===== src/rtl/dest_id_matcher.sv =====
// -----------------------------------------------------------------------------
// dest_id_matcher
//
// Decides whether a received packet is addressed to this node. A packet is
// accepted when its destination ID equals the node's own ID, the broadcast ID
// (optional), or any valid entry of a small programmable alias (group) table.
// The result is produced under an en/start/done handshake.
//
// Build option:
//   DEST_BROADCAST_EN  - when defined, a destination equal to BROADCAST_ID is
//                        accepted with matchType 11. When undefined there is
//                        no broadcast comparator; BROADCAST_ID is an ordinary
//                        ID and matchType never reads 11.
//
// Ports:
//   clock          system clock, rising edge
//   rst            synchronous active-high reset
//   en             block enable; low aborts any operation and ignores start
//   start          launch one match (accepted in IDLE or DONE)
//   MY_NODE_ID     node's own ID, latched at start
//   destinationID  packet destination, latched at start
//   tbl_we         alias table write strobe (dropped while busy)
//   tbl_addr       alias entry index (writes beyond NUM_ALIAS-1 ignored)
//   tbl_data       alias ID to store
//   tbl_valid      valid bit stored with the entry; 0 deletes the entry
//   iamDestination packet accepted (qualified by done)
//   matchType      00 none, 01 self, 10 alias, 11 broadcast
//   matchIndex     alias index hit; 0 unless matchType is 10
//   busy           high while CHECK or SCAN is in progress
//   done           result valid; held until next start, en low or rst
// -----------------------------------------------------------------------------
module dest_id_matcher #(
   parameter int                    WORD_WIDTH   = 16,
   parameter int                    NUM_ALIAS    = 4,
   parameter int                    IDX_WIDTH    = 2,
   parameter logic [WORD_WIDTH-1:0] BROADCAST_ID = 16'hFFFF
) (
   input  logic                  clock,
   input  logic                  rst,
   input  logic                  en,
   input  logic                  start,
   input  logic [WORD_WIDTH-1:0] MY_NODE_ID,
   input  logic [WORD_WIDTH-1:0] destinationID,
   input  logic                  tbl_we,
   input  logic [IDX_WIDTH-1:0]  tbl_addr,
   input  logic [WORD_WIDTH-1:0] tbl_data,
   input  logic                  tbl_valid,
   output logic                  iamDestination,
   output logic [1:0]            matchType,
   output logic [IDX_WIDTH-1:0]  matchIndex,
   output logic                  busy,
   output logic                  done
);

   // The table storage is sized to the full index space so that any
   // tbl_addr value is a legal array index; entries at or above NUM_ALIAS
   // are never written and never scanned.
   localparam int DEPTH = 1 << IDX_WIDTH;

   localparam logic [1:0] MT_NONE  = 2'b00;
   localparam logic [1:0] MT_SELF  = 2'b01;
   localparam logic [1:0] MT_ALIAS = 2'b10;
`ifdef DEST_BROADCAST_EN
   localparam logic [1:0] MT_BCAST = 2'b11;
`endif

   typedef enum logic [1:0] {
      ST_IDLE,
      ST_CHECK,
      ST_SCAN,
      ST_DONE
   } state_t;

   state_t                  state_reg,  state_next;
   logic [WORD_WIDTH-1:0]   my_id_reg,  my_id_next;
   logic [WORD_WIDTH-1:0]   dest_reg,   dest_next;
   logic [IDX_WIDTH-1:0]    idx_reg,    idx_next;
   logic [1:0]              type_reg,   type_next;
   logic [IDX_WIDTH-1:0]    index_reg,  index_next;

   // Alias table: data in an inferred RAM with registered read, valid bits
   // in flops so that reset can clear them in one cycle.
   logic [WORD_WIDTH-1:0]   alias_mem [DEPTH];
   logic [WORD_WIDTH-1:0]   alias_rd_reg;
   logic [DEPTH-1:0]        valid_reg;
   logic [DEPTH-1:0]        valid_next;

   logic                    wr_en;
   logic                    is_last;
   logic                    alias_hit;

   // -------------------------------------------------------------------------
   // Status outputs derived from the state register
   // -------------------------------------------------------------------------
   assign busy           = (state_reg == ST_CHECK) || (state_reg == ST_SCAN);
   assign done           = (state_reg == ST_DONE);
   assign iamDestination = done && (type_reg != MT_NONE);
   assign matchType      = type_reg;
   assign matchIndex     = index_reg;

   // Table writes are only honoured while no match is in flight, so a scan
   // always sees a stable table. A write on the launch edge still commits
   // because the FSM is not yet busy on that edge.
   assign wr_en = tbl_we && !busy && (int'(tbl_addr) < NUM_ALIAS);

   // -------------------------------------------------------------------------
   // Valid bits: one next-value mux per entry
   // -------------------------------------------------------------------------
   for (genvar gi = 0; gi < DEPTH; gi++) begin : g_valid
      assign valid_next[gi] = (wr_en && (tbl_addr == IDX_WIDTH'(gi))) ? tbl_valid
                                                                      : valid_reg[gi];
   end

   always_ff @(posedge clock) begin
      if (rst) begin
         valid_reg <= '0;
      end else begin
         valid_reg <= valid_next;
      end
   end

   // -------------------------------------------------------------------------
   // Alias data RAM. The read address is idx_next, so the entry that SCAN
   // examines in a given cycle was fetched on the previous edge: entering
   // SCAN from CHECK prefetches entry 0, and each increment prefetches the
   // following entry.
   // -------------------------------------------------------------------------
   always_ff @(posedge clock) begin
      if (wr_en) begin
         alias_mem[tbl_addr] <= tbl_data;
      end
      alias_rd_reg <= alias_mem[idx_next];
   end

   assign is_last   = (int'(idx_reg) == NUM_ALIAS - 1);
   assign alias_hit = valid_reg[idx_reg] && (alias_rd_reg == dest_reg);

   // -------------------------------------------------------------------------
   // State register
   // -------------------------------------------------------------------------
   always_ff @(posedge clock) begin
      if (rst) begin
         state_reg <= ST_IDLE;
         my_id_reg <= '0;
         dest_reg  <= '0;
         idx_reg   <= '0;
         type_reg  <= MT_NONE;
         index_reg <= '0;
      end else begin
         state_reg <= state_next;
         my_id_reg <= my_id_next;
         dest_reg  <= dest_next;
         idx_reg   <= idx_next;
         type_reg  <= type_next;
         index_reg <= index_next;
      end
   end

   // -------------------------------------------------------------------------
   // Next-state logic
   // -------------------------------------------------------------------------
   always_comb begin
      state_next = state_reg;
      my_id_next = my_id_reg;
      dest_next  = dest_reg;
      idx_next   = idx_reg;
      type_next  = type_reg;
      index_next = index_reg;

      case (state_reg)
         ST_IDLE: begin
            if (en && start) begin
               my_id_next = MY_NODE_ID;
               dest_next  = destinationID;
               idx_next   = '0;
               type_next  = MT_NONE;
               index_next = '0;
               state_next = ST_CHECK;
            end
         end

         ST_CHECK: begin
            if (!en) begin
               // Abort: nothing of the partial result is kept.
               idx_next   = '0;
               type_next  = MT_NONE;
               index_next = '0;
               state_next = ST_IDLE;
            end else if (dest_reg == my_id_reg) begin
               type_next  = MT_SELF;
               state_next = ST_DONE;
            end
`ifdef DEST_BROADCAST_EN
            else if (dest_reg == BROADCAST_ID) begin
               type_next  = MT_BCAST;
               state_next = ST_DONE;
            end
`endif
            else begin
               idx_next   = '0;
               state_next = ST_SCAN;
            end
         end

         ST_SCAN: begin
            if (!en) begin
               idx_next   = '0;
               type_next  = MT_NONE;
               index_next = '0;
               state_next = ST_IDLE;
            end else if (alias_hit) begin
               // Scanning upward from 0 makes the lowest matching index win.
               type_next  = MT_ALIAS;
               index_next = idx_reg;
               state_next = ST_DONE;
            end else if (is_last) begin
               type_next  = MT_NONE;
               state_next = ST_DONE;
            end else begin
               idx_next = idx_reg + IDX_WIDTH'(1);
            end
         end

         ST_DONE: begin
            if (!en) begin
               idx_next   = '0;
               type_next  = MT_NONE;
               index_next = '0;
               state_next = ST_IDLE;
            end else if (start) begin
               // Back-to-back relaunch without passing through IDLE.
               my_id_next = MY_NODE_ID;
               dest_next  = destinationID;
               idx_next   = '0;
               type_next  = MT_NONE;
               index_next = '0;
               state_next = ST_CHECK;
            end
         end

         default: begin
            state_next = ST_IDLE;
         end
      endcase
   end

`ifndef DEST_BROADCAST_EN
   // Without the broadcast comparator the parameter has no function; this
   // keeps it referenced.
   logic unused_bcast;
   assign unused_bcast = ^BROADCAST_ID;
`endif

endmodule


===== config.mk =====
export PLATFORM = sky130hd
export DESIGN_NAME = dest_id_matcher
export DESIGN_NICKNAME = d
export VERILOG_FILES = /design/src/rtl/dest_id_matcher.sv
export SDC_FILE = /design/constraint.sdc
export NUM_CORES = 1
export LEC_CHECK = 0
export CORE_MARGIN = 2
export CORE_UTILIZATION = 55
export CTS_BUF_LIST = sky130_fd_sc_hd__clkbuf_16
export DETAILED_ROUTE_END_ITERATION = 10
export PLACE_DENSITY_LB_ADDON = 0.3
export SYNTH_ARGS = -nofsm -noshare
export SYNTH_HDL_FRONTEND = slang
export SYNTH_SLANG_ARGS = --single-unit

===== constraint.sdc =====
create_clock -name clock -period 4.1 [get_ports clock]
set_input_delay 0.82 -clock clock [delete_from_list [all_inputs] [get_ports clock]]
set_output_delay 0.82 -clock clock [all_outputs]
set_load 0.05 [all_outputs]

==> flow_summary.toml <==
[run_status]
status = "complete, no violations"

[worst_setup_path]
worst-path-max-fanout = 4
r2r_end = "alias_rd_reg[15]"
crit_arrival_ns = 2.06
timing.rr.start = "idx_reg[0]"
cp_num_buf_inv = 2
regToRegSetupSlack_ns = 1.56
crit_end = "busy"
cp_cell_sequence = "inv_1, ha_1, clkdlybuf4s50_1"
end_kind = "output pin"
crit_path_start_kind = "flip-flop"
crit_family = "buffers and inverters"
cp-startpoint = "state_reg[1]"
critPathKind = "flip-flop to output pin"
cp_data_required_time_ns = 3.28
cp.depth = 3
slowest_stage = "clkdlybuf4s50_1"
reg2reg_depth = 6
cpPeakStageDelay_ns = 0.81

[routing]
drc = 0
drt-initial-drc-count = 150
first_pass_iters = 6
route.vias.total = 3043
wl_per_cell_um = 17.02
ant_nets = 0
routed_wl_um = 9532
viasPerCell = 5.434

[placement]
port_buffers = 62
place_ws_ns = 0.9428
dp_hpwl_um = 6130
dpl_cell_area_um2 = 5573
gp_congestion = 0.8095

[synthesis]
syn_inst = 367
syn_area_per_cell_um2 = 13.21
ys_types = 41
synth_fa_ha_area_share_pct = 1.032
synth_edf_count = 64
ys_async_sr_fraction_pct = 0
synth_xor_area_share_pct = 5.781
synth_area_leaders = "edfxtp_1 40%, dfxtp_1 25%, nand2_1 5.9%"
synth.area.mux_share_pct = 9.497
syn_nets = 427
synth_top_area_share_pct = 39.64
yosys.area_share.simple_pct = 10.92
yosysSeqAreaShare_pct = 64.41
synth_ff_type = "edfxtp_1"
synth_area_um2 = 4848
ys_ff_latch = 124
synth_top_family_by_area = "simple AND/OR/NAND/NOR gates"
yosysWarnings = 0
yosys.area.top_type = "edfxtp_1"
synth_compound_area_share_pct = 6.400

[cts]
clk_latency_ns = 0.41
cts-htree-levels = 4
numCtsBuffers = 17
post_cts_buffers = 0
cts_root_buf = "clkbuf_16"
cts_buffer_depth = 2
ctsResizeCount = 0
cts.reportedPaths.clkPinSlew_ns = 0.06
cts_tree = "done"
cts_hold_buf = 0
clock-sinks = 124

[layout]
regMostFlops = "alias_mem"
drive_gt1_share_pct = 12.83
syn_to_final_growth_pct = 26.61
layout_common_cells = "76 x nand2_1, 64 x edfxtp_1, 62 x clkdlybuf4s50_1"
nets = 499
fillers = 566
final_core_util_pct = 71.08
final_common_cell = "nand2_1"
diodes = 0
final_cell_area_um2 = 6138
largest_reg_flops = 64

[power_and_ir_drop]
p_sw_share_pct = 23.40
leakage_nw = 2.161
seqPwrFrac_pct = 45.9
internal_power_w = 0.002313
ir_drop_v = 0.0003397
power.share.clock_pct = 46.1
powerDensity_nw_per_um2 = 491.9
switchingPower_w = 0.0007067
combPwrFrac_pct = 8.1

[die]
die_height_um = 97.89
num_rows = 34
initial_core_util_pct = 56.14
ios = 63
core_area_um2 = 8636
die_x_um = 97.89
die_area_um2 = 9582

[global_routing]
grt_max_degree = 45
grt_use_total_pct = 20.86
antenna_found_initial = 0
gr-total-overflow = 0
grt_pass1_wl_um = 15210
grt_pass1_vias = 3085

[timing]
final-hold-violation-count = 0
rsz0062_at_grt = "false"
postLayoutSetupSlackWorst_ns = 1.215
fin_worst_skew_ns = 0.006288
slew_viol_final = 0
fin_setup_tns_ns = 0
setup_viol = 0
fmax_mhz = 346.7
period_share_pct = 70.36
worst_pin_slew_ns = 0.9415
relSlewSlack_pct = 37.23
period_needed_ns = 2.885

[run]
drv_cap = 0

[worst_hold_path]
min-delay-path-class = "flip-flop to flip-flop"
min_from = "matchIndex[1]"
==> cell type report <==
type	instances	area (um2)	area share [%]
Timing Repair Buffer	67	658.1	10.72
Clock inverter	15	140.1	2.283
Inverter	5	18.77	0.3057
Multi-Input combinational cell	224	1638	26.68
Sequential cell	124	3123	50.88
Tap cell	108	135.1	2.201
Clock buffer	17	425.4	6.930
==> cells in the mapped netlist (all sizes together), types with 3 or more instances <==
master,count
and2,3
nor2,11
a21oi,37
xor2,16
mux2i,4
mux4,17
edfxtp,64
nand3,3
clkbuf,12
nand4,6
inv,5
o21ai,6
xnor2,16
nor4,5
nand2,77
dfxtp,60
nor2b,3
ha,4
==> worst min-delay path, stage by stage (launching register included) <==
cell and delay (ns):
dfxtp_1 0.31, nand2_1 0.05, a21oi_1 0.05
==> through the flow <==
stage / hold slack (ns) / cells / total power, W
floorplan: 0.4488 / 367 / 0.001546
global placement: 0.4523 / 528 / 0.001646
detailed placement: 0.4629 / 528 / 0.001654
CTS: 0.4671 / 560 / 0.003038
global route: 0.4883 / 560 / 0.003116
finish: 0.4621 / 560 / 0.003020
==> logic make-up (layout without fill, tap and decap cells) <==
kind of cell | count (synthesis) | count (layout)
xor gates and xnor gates | 32 | 32
buffers and inverters | 19 | 104
DFF | 124 | 124
adders and majority gates | 4 | 4
AOI/OAI and AO/OA | 52 | 52
and+or+nand+nor | 114 | 114
muxes | 22 | 22
==> worst min path at each step <==
stage	endpoint	slack, ns	depth (start not counted)
floorplan	my_id_reg[10]	0.45	2
global placement	matchIndex[0]	0.45	2
finish	matchIndex[1]	0.46	2
global route	my_id_reg[12]	0.49	2
CTS	matchIndex[1]	0.47	2
detailed placement	my_id_reg[12]	0.46	2
==> power by group through the flow <==
stage | Sequential, W | Clock (W) | Combinational [W]
after global routing | 0.00139 | 0.00146 | 0.000266
final | 0.00138 | 0.00139 | 0.000244
after CTS | 0.00139 | 0.00141 | 0.000246
after global placement | 0.00141 | 0 | 0.000238
after detailed placement | 0.00141 | 0 | 0.000244
after floorplan | 0.00140 | 0 | 0.000142
==> routing by layer <==
layer	track usage, %	wire (um)	vias to the layer above
met5	0	0	-
met4	8.761	157	0
met3	5.154	483	13
met2	33.14	4744	95
met1	27.71	4147	1467
li1	-	-	1468
Note: power is estimated with default switching activity, not from simulation.
